$ cat config.mk
export PLATFORM = sky130hd
export DESIGN_NAME = regfile_write_ctrl
export DESIGN_NICKNAME = d
export VERILOG_FILES = /design/src/rtl/regfile_pkg.sv /design/src/rtl/rw_arb2.sv /design/src/rtl/regfile_write_ctrl.sv
export SDC_FILE = /design/constraint.sdc
export NUM_CORES = 1
export LEC_CHECK = 0
export CAP_MARGIN = 20
export CORE_ASPECT_RATIO = 0.6
export CORE_UTILIZATION = 43
export CTS_BUF_LIST = sky130_fd_sc_hd__clkbuf_4 sky130_fd_sc_hd__clkbuf_8 sky130_fd_sc_hd__clkbuf_16
export CTS_CLUSTER_DIAMETER = 100
export DETAILED_ROUTE_END_ITERATION = 10
export GPL_TIMING_DRIVEN = 0
export PLACE_DENSITY = 0.95
export SYNTH_ARGS = -nofsm -noshare
export SYNTH_HDL_FRONTEND = slang
export SYNTH_SLANG_ARGS = --single-unit
$ cat constraint.sdc
create_clock -name clk -period 2.2 [get_ports clk]
set_input_delay 0.66 -clock clk [delete_from_list [all_inputs] [get_ports clk]]
set_output_delay 0.66 -clock clk [all_outputs]
set_load 0.02 [all_outputs]
$ cat src/rtl/regfile_pkg.sv
// ============================================================================
//  Module      : regfile_pkg
//  Description : Shared constants and state encoding for the 32x32 register
//                file, its write-port controller and the writeback mux.
//  Revision    : 1.0 - initial release
// ============================================================================
`default_nettype none

package regfile_pkg;

    localparam int DW   = 32;       // data width
    localparam int AW   = 5;        // register address width
    localparam int NREG = 2 ** AW;  // number of registers

    // Write-port controller states
    typedef enum logic [0:0] {
        ST_CLEAR = 1'b0,
        ST_RUN   = 1'b1
    } state_t;

endpackage : regfile_pkg

`default_nettype wire

$ cat src/rtl/rw_arb2.sv
// ============================================================================
//  Module      : rw_arb2
//  Description : Two-request write-port arbiter. gnt is one-hot or zero.
//                req[0]/gnt[0] = requester A, req[1]/gnt[1] = requester B.
//                Build option REGWR_ARB_RR_EN: round-robin on conflict
//                (pointer remembers last grantee, resets to B). Without it,
//                fixed priority with A winning every conflict.
//  Revision    : 1.0 - initial release
// ============================================================================
`default_nettype none

module rw_arb2 (
    input  logic       clk,
    input  logic       rst,
    input  logic [1:0] req,
    output logic [1:0] gnt
);

`ifdef REGWR_ARB_RR_EN
    // High when B was the most recent grantee; starts at B so A wins first
    logic r_last_b;

    // Track the last grantee on every grant, contested or not
    always_ff @(posedge clk or negedge rst) begin
        if (!rst) begin
            r_last_b <= 1'b1;
        end else if (|gnt) begin
            r_last_b <= gnt[1];
        end
    end

    // On conflict grant whoever was not served last; otherwise pass request
    always_comb begin
        gnt = req;
        if (req == 2'b11) begin
            gnt = r_last_b ? 2'b01 : 2'b10;
        end
    end
`else
    // Clock and reset have no state to drive in the fixed-priority build
    logic w_unused_clk_rst;
    assign w_unused_clk_rst = clk ^ rst;

    // Fixed priority: A always beats B
    always_comb begin
        gnt = 2'b00;
        if (req[0]) begin
            gnt = 2'b01;
        end else if (req[1]) begin
            gnt = 2'b10;
        end
    end
`endif

endmodule : rw_arb2

`default_nettype wire

$ cat src/rtl/regfile_write_ctrl.sv
// ============================================================================
//  Module      : regfile_write_ctrl
//  Description : Owns the register file write port. After every reset it
//                writes zero to r0..r(NREG-1), then shares the port between
//                requesters A and B via valid/ready. Writes to r0 are
//                accepted but dropped. Outputs are registered.
//                Build option REGWR_ARB_RR_EN selects round-robin arbitration
//                (default: fixed priority, A first).
//  Revision    : 1.0 - initial release
// ============================================================================
`default_nettype none

module regfile_write_ctrl
    import regfile_pkg::*;
(
    input  logic          clk,
    input  logic          rst,
    input  logic          a_valid,
    input  logic [AW-1:0] a_rw,
    input  logic [DW-1:0] a_wdata,
    output logic          a_ready,
    input  logic          b_valid,
    input  logic [AW-1:0] b_rw,
    input  logic [DW-1:0] b_wdata,
    output logic          b_ready,
    output logic          RegWrite,
    output logic [AW-1:0] rw,
    output logic [DW-1:0] wdata,
    output logic          init_done
);

    localparam logic [AW-1:0] c_cnt_last = AW'(NREG - 1);

    state_t        r_state;
    state_t        w_state_nxt;
    logic [AW-1:0] r_cnt;
    logic [AW-1:0] w_cnt_nxt;
    logic          r_regwrite;
    logic          w_regwrite_nxt;
    logic [AW-1:0] r_rw;
    logic [AW-1:0] w_rw_nxt;
    logic [DW-1:0] r_wdata;
    logic [DW-1:0] w_wdata_nxt;
    logic [1:0]    w_req;
    logic [1:0]    w_gnt;

    // Requesters are invisible until the clear sequence has finished
    assign w_req = (r_state == ST_RUN) ? {b_valid, a_valid} : 2'b00;

    rw_arb2 u_arb (
        .clk (clk),
        .rst (rst),
        .req (w_req),
        .gnt (w_gnt)
    );

    assign a_ready   = w_gnt[0];
    assign b_ready   = w_gnt[1];
    assign RegWrite  = r_regwrite;
    assign rw        = r_rw;
    assign wdata     = r_wdata;
    assign init_done = (r_state == ST_RUN);

    // State, clear counter and the output register feeding the register file
    always_ff @(posedge clk or negedge rst) begin
        if (!rst) begin
            r_state    <= ST_CLEAR;
            r_cnt      <= '0;
            r_regwrite <= 1'b0;
            r_rw       <= '0;
            r_wdata    <= '0;
        end else begin
            r_state    <= w_state_nxt;
            r_cnt      <= w_cnt_nxt;
            r_regwrite <= w_regwrite_nxt;
            r_rw       <= w_rw_nxt;
            r_wdata    <= w_wdata_nxt;
        end
    end

    // Next state: sweep zeros across the file, then forward granted writes
    always_comb begin
        w_state_nxt    = r_state;
        w_cnt_nxt      = r_cnt;
        w_regwrite_nxt = 1'b0;
        w_rw_nxt       = r_rw;
        w_wdata_nxt    = r_wdata;
        case (r_state)
            ST_CLEAR: begin
                w_regwrite_nxt = 1'b1;
                w_rw_nxt       = r_cnt;
                w_wdata_nxt    = '0;
                w_cnt_nxt      = r_cnt + AW'(1);
                if (r_cnt == c_cnt_last) begin
                    w_state_nxt = ST_RUN;
                end
            end
            ST_RUN: begin
                // A write to r0 is still handshaken but never reaches the file
                if (w_gnt[0]) begin
                    w_regwrite_nxt = |a_rw;
                    w_rw_nxt       = a_rw;
                    w_wdata_nxt    = a_wdata;
                end else if (w_gnt[1]) begin
                    w_regwrite_nxt = |b_rw;
                    w_rw_nxt       = b_rw;
                    w_wdata_nxt    = b_wdata;
                end
            end
            default: begin
                w_state_nxt = ST_CLEAR;
            end
        endcase
    end

endmodule : regfile_write_ctrl

`default_nettype wire
**Yosys cells after proc, flatten, opt, wreduce, memory -nomap -nowiden**

Cells that the tools add are included.

- $add $sub $neg: 1
- $mul: 0
- Divide/modulo/power cells: 0
- Order comparisons: 0
- Eq/ne operators: 2
- Shift-type cells: 0
- Multiplexer cells: 14
- Bitwise logic cells: 1
- Reduce and logical (&&, ||, !) cells: 2

Operators by type and width:

| cell | number |
|---|---|
| 2-to-1 mux 32 bit | 2 |
| one-hot mux 32 bit (2 select lines) | 1 |
| 2-to-1 mux 5 bit | 2 |
| one-hot mux 5 bit (2 select lines) | 1 |
| OR reduction 5 bit | 2 |
| 2-to-1 mux 2 bit | 3 |
| adder 5 x 1 -> 5 bit, second input constant | 1 |
| equality test 5 bit, second input constant | 1 |
| 2-to-1 mux 1 bit | 4 |
| != test 3 x 1 -> 1 bit, second input constant | 1 |
| one-hot mux 1 bit (2 select lines) | 1 |
| inverter 1 bit | 1 |

- Register bits after elaboration: 44
- Latch bits: 0
- Memory bits (writable): 0
- Memory bits (read-only): 0
- Input port bits: 78
- Output and inout port bits: 41
- Logic and storage cells: 25
- Memories: 0

**Longest topological paths before layout**

Gate-level depths: netlist of run 1.

- Depth after elaboration: 6
- Depth in mapped cells: 5

**Modules after synthesis**

From an unflattened synthesis of run 1, not the netlist that was laid out.

- Cells, all modules: 235
- Area total of the unflattened synthesis: 2,326.0 µm²

By module, submodules not included:

| module | times used | cells an instance | area each (µm²) |
|---|---|---|---|
| regfile_write_ctrl | 1 | 233 | 2,304.7 |
| rw_arb2 | 1 | 2 | 21.3 |

**Worst setup path before layout of run 1**

OpenSTA, ideal clock, no wires.

- Path kind: input-to-output
- Start point: in a_valid
- End point: out b_ready
- Arrival time: 1.279 ns
- Required time: 1.540 ns
- Slack: 0.261 ns
- Stages on the path: 3
- Path buffers: 1
- Cell sequence: buf_4 > nor2b_1 > and2_1

- Cells in the longest elaborated chain, start to end: 2

Ends and longest elaborated chain:

| what | RTL line | source |
|---|---|---|
| from (decl) | regfile_write_ctrl.sv:18 | `input logic a_valid,` |
| 2-to-1 mux 2 bit | regfile_write_ctrl.sv:48 | `assign w_req = (r_state == ST_RUN) ? {b_valid, a_valid} : 2'b00;` |
| 2-to-1 mux 2 bit | rw_arb2.sv:47 | `if (req[0]) begin` |
| to (decl) | regfile_write_ctrl.sv:25 | `output logic b_ready,` |

No other way between the ends.

**Worst setup path in the final report of run 1**

- Start point: in b_valid
- End point: out b_ready

- Cells in the longest elaborated chain, start to end: 3

Ends and longest elaborated chain:

| what | RTL line | source |
|---|---|---|
| from (decl) | regfile_write_ctrl.sv:22 | `input logic b_valid,` |
| 2-to-1 mux 2 bit | regfile_write_ctrl.sv:48 |  |
| 2-to-1 mux 2 bit | rw_arb2.sv:49 | `end else if (req[1]) begin` |
| 2-to-1 mux 2 bit | rw_arb2.sv:47 |  |

No other way between the ends.

==> results of run 1 <==
[metrics by stage]
stage          TNS [ps]  cells  utilization (%)
5_1_grt               0    394             71.5
4_1_cts               0    394             71.6
3_5_place_dp       -429    387             69.6
2_1_floorplan         0    204                -
3_3_place_gp     -32130    386             69.3
6_report              0    394             71.5
[cells in the mapped netlist]
cell | number | area [sq um]
sky130_fd_sc_hd__inv_1 | 4 | 15.0
sky130_fd_sc_hd__mux2i_1 | 32 | 320
sky130_fd_sc_hd__and2_1 | 2 | 12.5
sky130_fd_sc_hd__or4b_1 | 1 | 10.0
sky130_fd_sc_hd__o21ai_0 | 4 | 20.0
sky130_fd_sc_hd__nor2_1 | 1 | 3.75
sky130_fd_sc_hd__or2_2 | 1 | 6.26
sky130_fd_sc_hd__inv_2 | 1 | 3.75
sky130_fd_sc_hd__and3_1 | 1 | 6.26
sky130_fd_sc_hd__nor3_1 | 1 | 5.00
sky130_fd_sc_hd__a21oi_1 | 1 | 5.00
sky130_fd_sc_hd__nor2b_1 | 7 | 43.8
sky130_fd_sc_hd__o211a_1 | 32 | 320
sky130_fd_sc_hd__mux2_2 | 2 | 22.5
sky130_fd_sc_hd__buf_2 | 8 | 40.0
sky130_fd_sc_hd__nand2b_1 | 1 | 6.26
sky130_fd_sc_hd__a211oi_1 | 4 | 30.0
sky130_fd_sc_hd__o211ai_2 | 1 | 12.5
sky130_fd_sc_hd__or3b_1 | 1 | 8.76
sky130_fd_sc_hd__or4_4 | 1 | 11.3
sky130_fd_sc_hd__xnor2_1 | 3 | 26.3
sky130_fd_sc_hd__nand3_1 | 1 | 5.00
sky130_fd_sc_hd__ha_1 | 2 | 25.0
sky130_fd_sc_hd__o21ai_1 | 1 | 5.00
sky130_fd_sc_hd__a31oi_1 | 1 | 6.26
sky130_fd_sc_hd__o22ai_1 | 4 | 25.0
sky130_fd_sc_hd__nand2_1 | 32 | 120
sky130_fd_sc_hd__clkbuf_1 | 4 | 15.0
sky130_fd_sc_hd__dfrtp_1 | 44 | 1100
sky130_fd_sc_hd__buf_4 | 6 | 45.0
[cells by family after synthesis]
kind of cell | Yosys count
adder cells (fa/ha/maj) | 2
multiplexers | 34
buffers and inverters | 23
AND/OR/NAND/NOR | 50
flip-flops | 44
XOR/XNOR | 3
AO/OA/AOI/OAI | 48
[final cells by class]
type	instances	area share [%]
Timing Repair Buffer	117	32.2
Clock buffer	8	2.69
Tap cell	66	2.27
Buffer	17	2.79
Sequential cell	44	30.3
Inverter	5	0.517
Multi-Input combinational cell	137	29.2
[sequential cells by signal, indices dropped and copies added (netlist names)]
signal,cells
RegWrite,1
init_done,1
r_cnt,5
rw,5
wdata,32
[report_power, final]
group | internal, mW | switching [mW] | total (mW)
logic | 0.331 | 0.249 | 0.579
clock network | 0.281 | 0.268 | 0.549
registers | 0.873 | 0.0348 | 0.907
[worst paths after layout]
check / slack [ps] / endpoint
setup / recovery: 140 / b_ready
hold / removal: 310 / RegWrite
setup reg to reg: 740 / r_cnt[4]
hold reg to reg: 490 / r_cnt[0]
max in group asynchronous: 1390 / wdata[4]
min in group clk: 490 / r_cnt[0]
[layer usage]
| metal | track usage (%) | share of wire, % | wire length (microns) | up-vias |
|---|---|---|---|---|
| met5 | 0 | 0 | 0 | - |
| met4 | 6.61 | 1.1 | 74 | 0 |
| met3 | 6.20 | 11 | 712 | 10 |
| met2 | 39.7 | 45 | 2900 | 113 |
| met1 | 32.2 | 43 | 2780 | 978 |
| li1 | - | - | - | 971 |
[worst max-delay path: stages]
cell	delay, ps
sky130_fd_sc_hd__buf_2	200
sky130_fd_sc_hd__buf_4	230
sky130_fd_sc_hd__and2_1	140
sky130_fd_sc_hd__clkbuf_2	160
==> out/results.txt, run 1 <==
run status: complete, no violations
Gates resized, CTS repair: 7
leading cell type in the layout, fill and taps excluded: sky130_fd_sc_hd__clkdlybuf4s50_1
maximum clock rate: 0.486 GHz
number of storage elements in the synthesis netlist: 44
maximum capacitance violations: 0
critical path arrival: 1400 ps
area fraction in compound gates after synthesis: 18.6%
area taken by flip-flops and latches: 0.00110 sq mm
smallest setup slack after layout: 144 ps
HPWL Detailed: 4.90 mm
Setup Slack @ Placement: -293 ps
hold bufs inserted after CTS: 0
worst hold slack: 305 ps
via count of the first global-routing pass: 2,064
setup violation total in the final timing report: 0
source-to-sink clock delay at the later pin of the worst-skew pair: 300 ps
routed len/inst: 16.4 microns
overall power consumption: 2.04 mW
Iter 0 DRT Violations: 82
setup skew after layout: 7.60 ps
startpoint class of the critical path: primary input
cell area after technology mapping: 0.00228 sq mm
Die Y: 58.4 microns
RSZ-0062 raised after global routing: false
final worst path period share: 93.5%
static leakage: 1.67 nW
gate count after technology mapping: 204
crit path launch: b_valid
ratio of cells with drive above 1 in the final layout: 9.76%
global-route wire length before repair: 10.0 mm
kind of end point of the critical path: output port
horizontal die dimension: 96.0 microns
number of different library cells in the post-synthesis netlist: 30
Worst Path Max Fanout: 10
synth warn: 0
final instance area: 0.00363 sq mm
Max Transition Viols Final: 0
overall track demand over capacity in global routing: 24.2%
die footprint: 0.00560 sq mm
post-synthesis share of cell area spent on full adders, half adders and majority gates: 1.10%
transition time at the pin with the least slew margin: 496 ps
Post CTS Setup Buffer Count: 0
clock transition time at the flip-flop clock pins of the worst setup and hold paths: 80 ps
combinational family with the most area after synthesis: compound AO/OA/AOI/OAI gates
number of hold violations in the final report: 0
Synth Area per Inst: 11.2 sq um
part of the Yosys area used for sequential elements: 48.4%
Routability Congestion: 0.817
initial core utilization: 44.8%
Area after DPL: 0.00354 sq mm
commonest non-fill, non-tap cells in the layout: sky130_fd_sc_hd__clkdlybuf4s50_1, sky130_fd_sc_hd__dfrtp_1, sky130_fd_sc_hd__mux2i_1, sky130_fd_sc_hd__nand2_1, sky130_fd_sc_hd__o211a_1
xor and xnor fraction of the mapped netlist area: 1.15%
number of fillers in the final layout: 378
final worst path period need: 2060 ps
number of antenna repair diodes: 0
post-route DRC violation count: 0
startpoint of the lowest-slack register-to-register path: r_cnt[0]
overall overflow remaining after global route: 0
number of antenna violations at the first check in global routing: 0
clock tree sinks: 44
Vias: 2,072
mux contribution to synthesized area: 15.1%
required time worst endpoint: 1540 ps
# H-tree levels: 2
number of buffers created by CTS: 5
area overhead of the layout relative to synthesis: 59.5%
CTS tree: built
maximum number of pins on one net before global-route repair: 27
headroom to the max-slew limit: 67.0%
power density cells: 561 mW/mm^2
net count after synthesis: 284
VDD IR max: 0.382 mV
Setup Crit Path Kind: in2out
synthesized-area fraction occupied by and/or/nand/nor cells: 10.5%
count of nets left with antenna violations after detail routing: 0
path depth of the worst reg2reg path: 4
Row Count: 20
Port-buffer cells: 116
area of combinational cells with multiple inputs: 0.00106 sq mm
first-pass iteration count of the detailed router: 4
ratio of routed vias to standard cells: 5.26
count of boundary I/O pins: 119
number of buffers between clock root and the deepest sink: 2
net count reported at finish: 407
WL final: 6.47 mm
core box area: 0.00508 sq mm
hold crit path type: in2async
clock tree root buffer cell: sky130_fd_sc_hd__clkbuf_8
No activity file was read; power rests on OpenSTA's default activity.
==> run 2, diff against run 1 <==
CAP_MARGIN = not set   (was 20)
SLEW_MARGIN = 5   (was not set)
==> results of run 2 <==
The final DEF is identical to that of run 1; final timing and power are the same.
